`src/rtl/cache_miss_controller.sv`:
```
// cache_miss_controller: main sequencer for one set-associative cache.
// Looks up CPU requests, completes hits, and on a miss writes back a dirty
// victim, refills the line word-by-word from memory, installs the tag and
// replays the lookup. Tag/data arrays live in the datapath; this block only
// drives their strobes and the replacement controller enable.
//
// Ports:
//   clk_i, rst_i          clock (rising edge), synchronous active-high reset
//   cpu_req_i/we_i/addr_i CPU request, held stable until cpu_ready_o
//   cpu_ready_o           one-cycle completion pulse
//   hit_i                 datapath tag compare result for the latched address
//   victim_dirty_i        dirty bit of the latched victim way
//   victim_base_i         line base address of the latched victim
//   replace_en_o          replacement controller enable
//   victim_latch_o        datapath captures the victim way index
//   word_sel_o            word index into the data array during transfers
//   fill_we_o             write mem_rdata into victim way at word_sel_o
//   cpu_we_o              write CPU word into the hit way, set dirty
//   tag_we_o              write tag, valid=1, dirty=0 into the victim way
//   mem_req_o/we_o/addr_o memory request, held until mem_ack_i
//   mem_ack_i             one-cycle ack per word
module cache_miss_controller #(
   parameter int unsigned ADDR_WIDTH = 32,
   parameter int unsigned DATA_WIDTH = 32,
   parameter int unsigned LINE_WORDS = 8
) (
   input  logic                              clk_i,
   input  logic                              rst_i,
   input  logic                              cpu_req_i,
   input  logic                              cpu_we_i,
   input  logic [ADDR_WIDTH-1:0]             cpu_addr_i,
   output logic                              cpu_ready_o,
   input  logic                              hit_i,
   input  logic                              victim_dirty_i,
   input  logic [ADDR_WIDTH-1:0]             victim_base_i,
   output logic                              replace_en_o,
   output logic                              victim_latch_o,
   output logic [$clog2(LINE_WORDS)-1:0]     word_sel_o,
   output logic                              fill_we_o,
   output logic                              cpu_we_o,
   output logic                              tag_we_o,
   output logic                              mem_req_o,
   output logic                              mem_we_o,
   output logic [ADDR_WIDTH-1:0]             mem_addr_o,
   input  logic                              mem_ack_i
);

   localparam int unsigned OFF   = $clog2(LINE_WORDS);
   localparam int unsigned TAG_W = ADDR_WIDTH - OFF - 2;
   localparam int unsigned unused_data_width = DATA_WIDTH;

   typedef enum logic [2:0] {
      IDLE      = 3'd0,
      LOOKUP    = 3'd1,
      WRITEBACK = 3'd2,
      REFILL    = 3'd3,
      ALLOCATE  = 3'd4
   } state_t;

   state_t           state, state_n;
   logic [OFF-1:0]   cnt, cnt_n;
   logic [TAG_W-1:0] lat_line, lat_line_n;
   logic             lat_we, lat_we_n;
   logic             last_word;

   // Word-within-line and byte bits are rebuilt from cnt, so they are not needed here.
   logic unused_low_bits;
   assign unused_low_bits = ^{cpu_addr_i[OFF+1:0], victim_base_i[OFF+1:0]};

   assign last_word = (cnt == OFF'(LINE_WORDS - 1));

   // State, word counter and latched request.
   always_ff @(posedge clk_i) begin
      if (rst_i) begin
         state    <= IDLE;
         cnt      <= '0;
         lat_line <= '0;
         lat_we   <= 1'b0;
      end else begin
         state    <= state_n;
         cnt      <= cnt_n;
         lat_line <= lat_line_n;
         lat_we   <= lat_we_n;
      end
   end

   // Next-state and strobe decode; strobes react to hit_i/mem_ack_i in the same cycle.
   always_comb begin
      state_n        = state;
      cnt_n          = cnt;
      lat_line_n     = lat_line;
      lat_we_n       = lat_we;
      cpu_ready_o    = 1'b0;
      replace_en_o   = 1'b0;
      victim_latch_o = 1'b0;
      word_sel_o     = '0;
      fill_we_o      = 1'b0;
      cpu_we_o       = 1'b0;
      tag_we_o       = 1'b0;
      mem_req_o      = 1'b0;
      mem_we_o       = 1'b0;
      mem_addr_o     = '0;

      case (state)
         IDLE: begin
            if (cpu_req_i) begin
               lat_line_n = cpu_addr_i[ADDR_WIDTH-1:OFF+2];
               lat_we_n   = cpu_we_i;
               state_n    = LOOKUP;
            end
         end

         LOOKUP: begin
            replace_en_o = 1'b1;
            if (hit_i) begin
               cpu_ready_o = 1'b1;
               cpu_we_o    = lat_we;
               state_n     = IDLE;
            end else begin
               victim_latch_o = 1'b1;
               cnt_n          = '0;
               state_n        = victim_dirty_i ? WRITEBACK : REFILL;
            end
         end

         WRITEBACK: begin
            mem_req_o  = 1'b1;
            mem_we_o   = 1'b1;
            mem_addr_o = {victim_base_i[ADDR_WIDTH-1:OFF+2], cnt, 2'b00};
            word_sel_o = cnt;
            if (mem_ack_i) begin
               // Counter wraps to 0 on the last word, ready for the refill.
               cnt_n = cnt + OFF'(1);
               if (last_word) begin
                  state_n = REFILL;
               end
            end
         end

         REFILL: begin
            mem_req_o  = 1'b1;
            mem_addr_o = {lat_line, cnt, 2'b00};
            word_sel_o = cnt;
            fill_we_o  = mem_ack_i;
            if (mem_ack_i) begin
               cnt_n = cnt + OFF'(1);
               if (last_word) begin
                  state_n = ALLOCATE;
               end
            end
         end

         ALLOCATE: begin
            tag_we_o = 1'b1;
            state_n  = LOOKUP;
         end

         default: begin
            state_n = IDLE;
         end
      endcase
   end

endmodule

```
`config.mk`:
```
export PLATFORM = sky130hd
export DESIGN_NAME = cache_miss_controller
export DESIGN_NICKNAME = d
export VERILOG_FILES = /design/src/rtl/cache_miss_controller.sv
export SDC_FILE = /design/constraint.sdc
export NUM_CORES = 1
export LEC_CHECK = 0
export CAP_MARGIN = 20
export CORE_MARGIN = 3
export CORE_UTILIZATION = 25
export DETAILED_ROUTE_END_ITERATION = 6
export GPL_ROUTABILITY_DRIVEN = 0
export SKIP_CTS_REPAIR_TIMING = 1
export SLEW_MARGIN = 20
export SYNTH_ARGS = -nofsm -noshare
export SYNTH_HDL_FRONTEND = slang
export SYNTH_SLANG_ARGS = --single-unit
```
`constraint.sdc`:
```
create_clock -name clk_i -period 1.9 [get_ports clk_i]
set_input_delay 0.57 -clock clk_i [delete_from_list [all_inputs] [get_ports clk_i]]
set_output_delay 0.57 -clock clk_i [all_outputs]
set_load 0.1 [all_outputs]
```
### Yosys cells after proc, flatten, opt, wreduce, memory -nomap -nowiden

Cells that the tools add are included.

| word-level totals | value |
|---|---|
| input port bits | 71 |
| output and inout port bits | 43 |
| logic and storage cells | 47 |
| register bits after elaboration | 34 |

| operators by class | value |
|---|---|
| equality and inequality tests | 12 |
| multiplexer cells | 24 |
| add/subtract/negate cells | 1 |
| reductions and logical operators | 6 |

Operators by type and width:

| kind | number |
|---|---|
| $pmux W32 S2 | 1 |
| $mux W3 | 8 |
| $pmux W3 S5 | 1 |
| $mux W1 | 12 |
| $ne A2 B2 Y1 const B | 6 |
| $eq A3 B2 Y1 const B | 2 |
| $eq A3 B3 Y1 const B | 2 |
| $pmux W3 S2 | 1 |
| $reduce_and A5 Y1 | 1 |
| $add A3 B1 Y3 const B | 1 |
| $eq A3 B1 Y1 const B | 1 |
| $logic_not A3 Y1 | 1 |
| $reduce_and A3 Y1 | 1 |
| $mux W2 | 1 |
| $ne A2 B1 Y1 const B | 1 |
| $reduce_and A2 Y1 | 1 |
| $reduce_bool A2 Y1 | 1 |
| $reduce_or A2 Y1 | 1 |

### Longest topological paths before layout

Gate-level depths: netlist of the first run.

| logic depth | value |
|---|---|
| word-level depth | 4 |
| mapped depth | 6 |
| gate-level depth less buffers | 5 |

### Worst setup path before layout of the first run

Ideal clock, no wire load.

| path | value |
|---|---|
| path type | register to output |
| start | reg state[0] |
| end | out tag_we_o |
| buffers on the path | 2 |
| required time | 1.330 ns |
| cell stages (with the launch flop) | 4 |
| path slack | -1.581 ns |
| data arrival time | 2.911 ns |
| cell sequence | dfxtp_1 > buf_2 > buf_2 > nor3b_1 |

| between the ends | value |
|---|---|
| longest elaborated chain between the ends | 2 |

RTL lines:

| item | line | source |
|---|---|---|
| from (decl) | 60 | `state_t state, state_n;` |
| from (signal assigned) | 80 | `state <= state_n;` |
| $eq A3 B3 Y1 | 104 | `case (state)` |
| $mux W1 | 104 |  |
| to (decl) | 41 | `output logic tag_we_o,` |

No other way between the ends.

### Worst setup path in the final report of the first run

| path | value |
|---|---|
| start | in victim_base_i[14] |
| end | out mem_addr_o[14] |

| between the ends | value |
|---|---|
| longest elaborated chain between the ends | 1 |

RTL lines:

| item | line | source |
|---|---|---|
| from (decl) | 35 | `input logic [ADDR_WIDTH-1:0] victim_base_i,` |
| $pmux W32 S2 | 104 |  |
| to (decl) | 44 | `output logic [ADDR_WIDTH-1:0] mem_addr_o,` |

No other way between the ends.

==> flow_metrics.tcl, run 1 <==
set metrics [dict create \
    powerDensity_nw_per_um2 657 \
    yosysTopAreaCell "dfxtp_1" \
    fin_nets 416 \
    hold_depth 2 \
    violations "negative setup slack" \
    clkTransAtPathRegs_ns 0.07 \
    synth_area_um2 1840 \
    setup_viol 30 \
    status "finished with violations" \
    synth.ff_latch_count 34 \
    coreArea_um2 6940 \
    clock_sinks 34 \
    p_leak_nw 1.63 \
    synth_ff_type "dfxtp_1" \
    num_io_pins 114 \
    rows 30 \
    drt_first_iter_violations 56 \
    layout_common_cells "nand2_1, buf_12, clkdlybuf4s50_1" \
    vias_per_cell 4.47 \
    skew_ns 0.00818 \
    placed_area_um2 3690 \
    vdd_ir_drop_max_uv 319 \
    cts_made_buffers 5 \
    synth.distinct_cells 28 \
    antenna-diode-count 0 \
    post-dp-hpwl_um 4460 \
    synth_top_area_share_pct 37.0 \
    initial_core_util_pct 26.5 \
    maxCapViolations 0 \
    fmax_mhz 498 \
    placed_cells 428 \
    grt_pass1_vias 1851 \
    hold_viol 0 \
    grt_max_degree 22 \
    start_kind "primary input" \
    io_buffers 101 \
    synth_enable_flop_cells 0 \
    die_x_um 91.7 \
    layout_commonest_cell "nand2_1" \
    area_growth_pct 122 \
    cts.htree.levels 2 \
    design_area_um2 4070 \
    grt_use_total_pct 13.8 \
    grt_pass1_wl_um 9320 \
    synth_top_cells_by_area "dfxtp_1, mux2i_1, nand2_1, a21oi_1, nor2_1" \
    dr_total_vias 1965 \
    drive_gt1_share_pct 41.3 \
    drc 0 \
    crit_fanout 1 \
    crit_type "primary input to primary output" \
    dieArea_um2 8420 \
    avgSynthCellArea_um2 7.82 \
    synth_cells 235 \
    synth_seq_area_share_pct 37.0 \
    stdcell_count 440 \
    first_pass_iters 4 \
    fin_ws_ns -0.110 \
    ant_nets 0 \
    routed_wl_um 6190 \
    rsz0062_at_grt "true" \
    antenna_found_initial 0 \
    final_util_pct 58.6 \
    die_y_um 91.7 \
    cts_tree "done" \
    crit_path_end_kind "primary output" \
    cp.required_ns 1.33 \
    arrival_ns 1.44 \
    grt_overflow 0 \
    clockBufferDepth 2 \
    finalMaxSlewViolations 0 \
    min_path_type "register to register" \
    synth-async-reset-ratio_pct 0 \
    r2r_cells 5 \
    fillers 591 \
    yosys_warnings 0 \
    period_needed_ns 2.01 \
    clk_latency_ns 0.28 \
    fin_crit_sh_pct 106 \
    wire_per_inst_um 14.1 \
    cts-root-buf "clkbuf_8" \
]
critical path, cell delays in order:
cell and delay (ns):
clkdlybuf4s50_1 0.48, mux2i_2 0.09, nor2_4 0.13, buf_12 0.18
worst paths after layout:
kind                     startpoint             end  slack (ns)
setup / recovery  victim_base_i[14]  mem_addr_o[14]       -0.11
hold / removal          lat_line[2]     lat_line[2]        0.47
setup reg to reg           state[0]          lat_we        0.25
hold reg to reg         lat_line[2]     lat_line[2]        0.47
cell type report:
class	count	area (um2)	area share, %
clock buffers	6	82.6	2.03
clock inverters	2	12.5	0.307
inverters	2	11.3	0.277
multi-input cells	179	1440	35.4
flip-flops and latches	34	687	16.9
well taps	96	120	2.95
repair buffers	121	1720	42.2
power by group:
group	switching (mW)	internal [mW]	leakage [nW]	total, mW
Combinational	0.724	0.570	1.31	1.29
Clock	0.273	0.291	0.0472	0.565
Sequential	0.0484	0.770	0.280	0.818
metal layers:
layer	vias to the layer above	track usage (%)	routed length, um
li1	994	-	-
met1	905	17.6	2720
met2	60	23.5	3080
met3	6	3.04	326
met4	0	3.71	61
met5	-	0	0
stage by stage:
step | TNS (ns) | worst slack [ns] | power [mW] | hold WS [ns]
6_report | -1.71 | -0.110 | 2.68 | 0.471
5_1_grt | -3.36 | -0.134 | 2.80 | 0.490
4_1_cts | -4.05 | -0.219 | 2.57 | 0.457
3_5_place_dp | -7.36 | -0.213 | 1.99 | 0.447
3_3_place_gp | -7.05 | -0.207 | 1.98 | 0.442
2_1_floorplan | -5.06 | -0.276 | 1.58 | 0.436
Yosys cell counts, types with 2 or more instances:
library cell and number:
nor2_1 31, buf_6 7, nand2b_1 4, o41ai_1 2
buf_4 2, buf_2 4, inv_1 2, dfxtp_1 34
mux2i_1 27, and2_1 6, ha_1 2, a21oi_1 29
nor3b_1 2, and3_1 2, clkbuf_1 8, nand2_1 59
o2bb2ai_1 3
state kept, by name (all words and copies together), names as in the netlist:
name / flops
lat_we: 1
cnt: 3
state: 3
lat_line: 27
kinds of logic after synthesis:
logic type	after synthesis	synth area share, %
simple gates	111	27.0
compound gates	37	11.5
flops	34	37.0
mux	27	14.7
buf+inv	23	8.24
fa+ha+maj	2	1.36
other cells	1	0.204
Note: power is estimated with default switching activity, not from simulation.
==> run 2: changes to the inputs <==
Settings changed: GPL_ROUTABILITY_DRIVEN 0 to unset, REMOVE_ABC_BUFFERS set to 1.
==> run 2 against run 1 <==
The run still ends with negative setup slack left; setup slack better by 0.075 ns; register-to-register slack gained 0.07 ns; critical path depth stayed put; first-iteration DRC count rose by 8.9%; power shrank 4.5%; routed wire length down 5.1%; count of clock-buffer cells in the layout shrank 1; maximum frequency rose by 3.9%; clock power grew 15%.
==> flow_metrics.tcl, run 2 (synthesis results as in run 1) <==
set metrics [dict create \
    cp.required_ns 1.33 \
    coreArea_um2 6940 \
    vdd_ir_drop_max_uv 344 \
    start_kind "register" \
    skew_ns 0.00240 \
    status "finished with violations" \
    clkTransAtPathRegs_ns 0.07 \
    drc 0 \
    fin_nets 416 \
    dr_total_vias 1950 \
    crit_type "register to primary output" \
    clockBufferDepth 2 \
    area_growth_pct 104 \
    initial_core_util_pct 26.5 \
    clk_latency_ns 0.28 \
    num_io_pins 114 \
    powerDensity_nw_per_um2 682 \
    p_leak_nw 1.66 \
    min_path_type "register to register" \
    period_needed_ns 1.93 \
    drive_gt1_share_pct 33.7 \
    antenna_found_initial 0 \
    fin_crit_sh_pct 102 \
    place_congestion 0.709 \
    largest-register "lat_line" \
    first_pass_iters 6 \
    rsz0062_at_grt "true" \
    arrival_ns 1.36 \
    die_y_um 91.7 \
    post-dp-hpwl_um 4400 \
    setup_viol 17 \
    dieArea_um2 8420 \
    routed_wl_um 5870 \
    grt_pass1_vias 1923 \
    grt_pass1_wl_um 9390 \
    fmax_mhz 517 \
    grt_use_total_pct 13.5 \
    cts.htree.levels 2 \
    cts_made_buffers 5 \
    antenna-diode-count 0 \
    cts_tree "done" \
    vias_per_cell 4.43 \
    maxCapViolations 0 \
    biggestRegsByFlops "lat_line (27), cnt (3), state (3)" \
    crit_path_end_kind "primary output" \
    setup_tns_ns -0.280 \
    rows 30 \
    largest_reg_flops 27 \
    layout_commonest_cell "nand2_1" \
    layout_common_cells "nand2_1, buf_12, dfxtp_1, clkdlybuf4s50_1" \
    ant_nets 0 \
    drt_first_iter_violations 61 \
    violations "negative setup slack" \
    finalMaxSlewViolations 0 \
    grt_overflow 0 \
    clock_sinks 34 \
    fin_ws_ns -0.0347 \
    place_ws_ns -0.251 \
    crit_fanout 20 \
    io_buffers 101 \
    grt_max_degree 21 \
    hold_viol 0 \
    die_x_um 91.7 \
    cts-root-buf "clkbuf_8" \
    wire_per_inst_um 13.3 \
]
==> run 2: changes by cell type in the layout (fill, tap and decap cells not counted), moves of 3 or more <==
cell,before,now
mux2i_1,0,21
buf_4,13,16
nor2_2,0,29
mux2i_4,6,0
nor2_4,30,2
mux2i_2,21,6
clkdlybuf4s50_1,37,31
and2_4,6,1
and2_1,0,5
dlymetal6s2s_1,23,29
==> run 2: layer usage <==
metal	vias to the layer above	track usage, %	part of all wire [%]	routed length (um)
li1	993	-	-	-
met1	890	16.8	43	2550
met2	65	23.0	49	2910
met3	2	4.27	6.8	400
met4	0	2.60	0.32	19
met5	-	0	0	0
==> run 2: area by class of cell <==
cell class                 count  area, um2
clock buffer                   5       68.8
clock inverter                 3       40.0
fill                         654       3190
inverter                       2       10.0
multi-input combinational    179       1150
sequential                    34        687
tap                           96        120
timing repair buffer         121       1680
==> run 2: stage by stage <==
step           total power, mW  hold slack [ns]  area [um2]  utilization, %  instances
6_report                  2.56            0.456        3750            54.0        440
4_1_cts                   2.53            0.459        3520            50.8        440
3_5_place_dp              1.88            0.449        3420            49.2        432
3_3_place_gp              1.87            0.443        3420            49.2        432
5_1_grt                   2.68            0.477        3750            54.0        440
2_1_floorplan             1.40            0.426        1700               -        215
==> run 2: path summary, 6_finish.rpt <==
check	startpoint	to	slack (ns)	depth (start not counted)
setup / recovery	state[0]	mem_addr_o[23]	-0.03	4
setup reg to reg	state[0]	lat_line[9]	0.32	5
hold / removal	lat_line[10]	lat_line[10]	0.46	2
hold reg to reg	lat_line[10]	lat_line[10]	0.46	2
==> run 2: power by group <==
group,switching [mW],internal (mW),total (mW)
Clock,0.262,0.386,0.648
Combinational,0.636,0.463,1.10
Sequential,0.0385,0.770,0.808
Total,0.937,1.62,2.56
==> run 2: worst max-delay path, stage by stage, from the launching register on <==
cell	delay, ns
dfxtp_4	0.40
buf_12	0.19
mux2i_1	0.24
nor2_2	0.08
buf_12	0.17
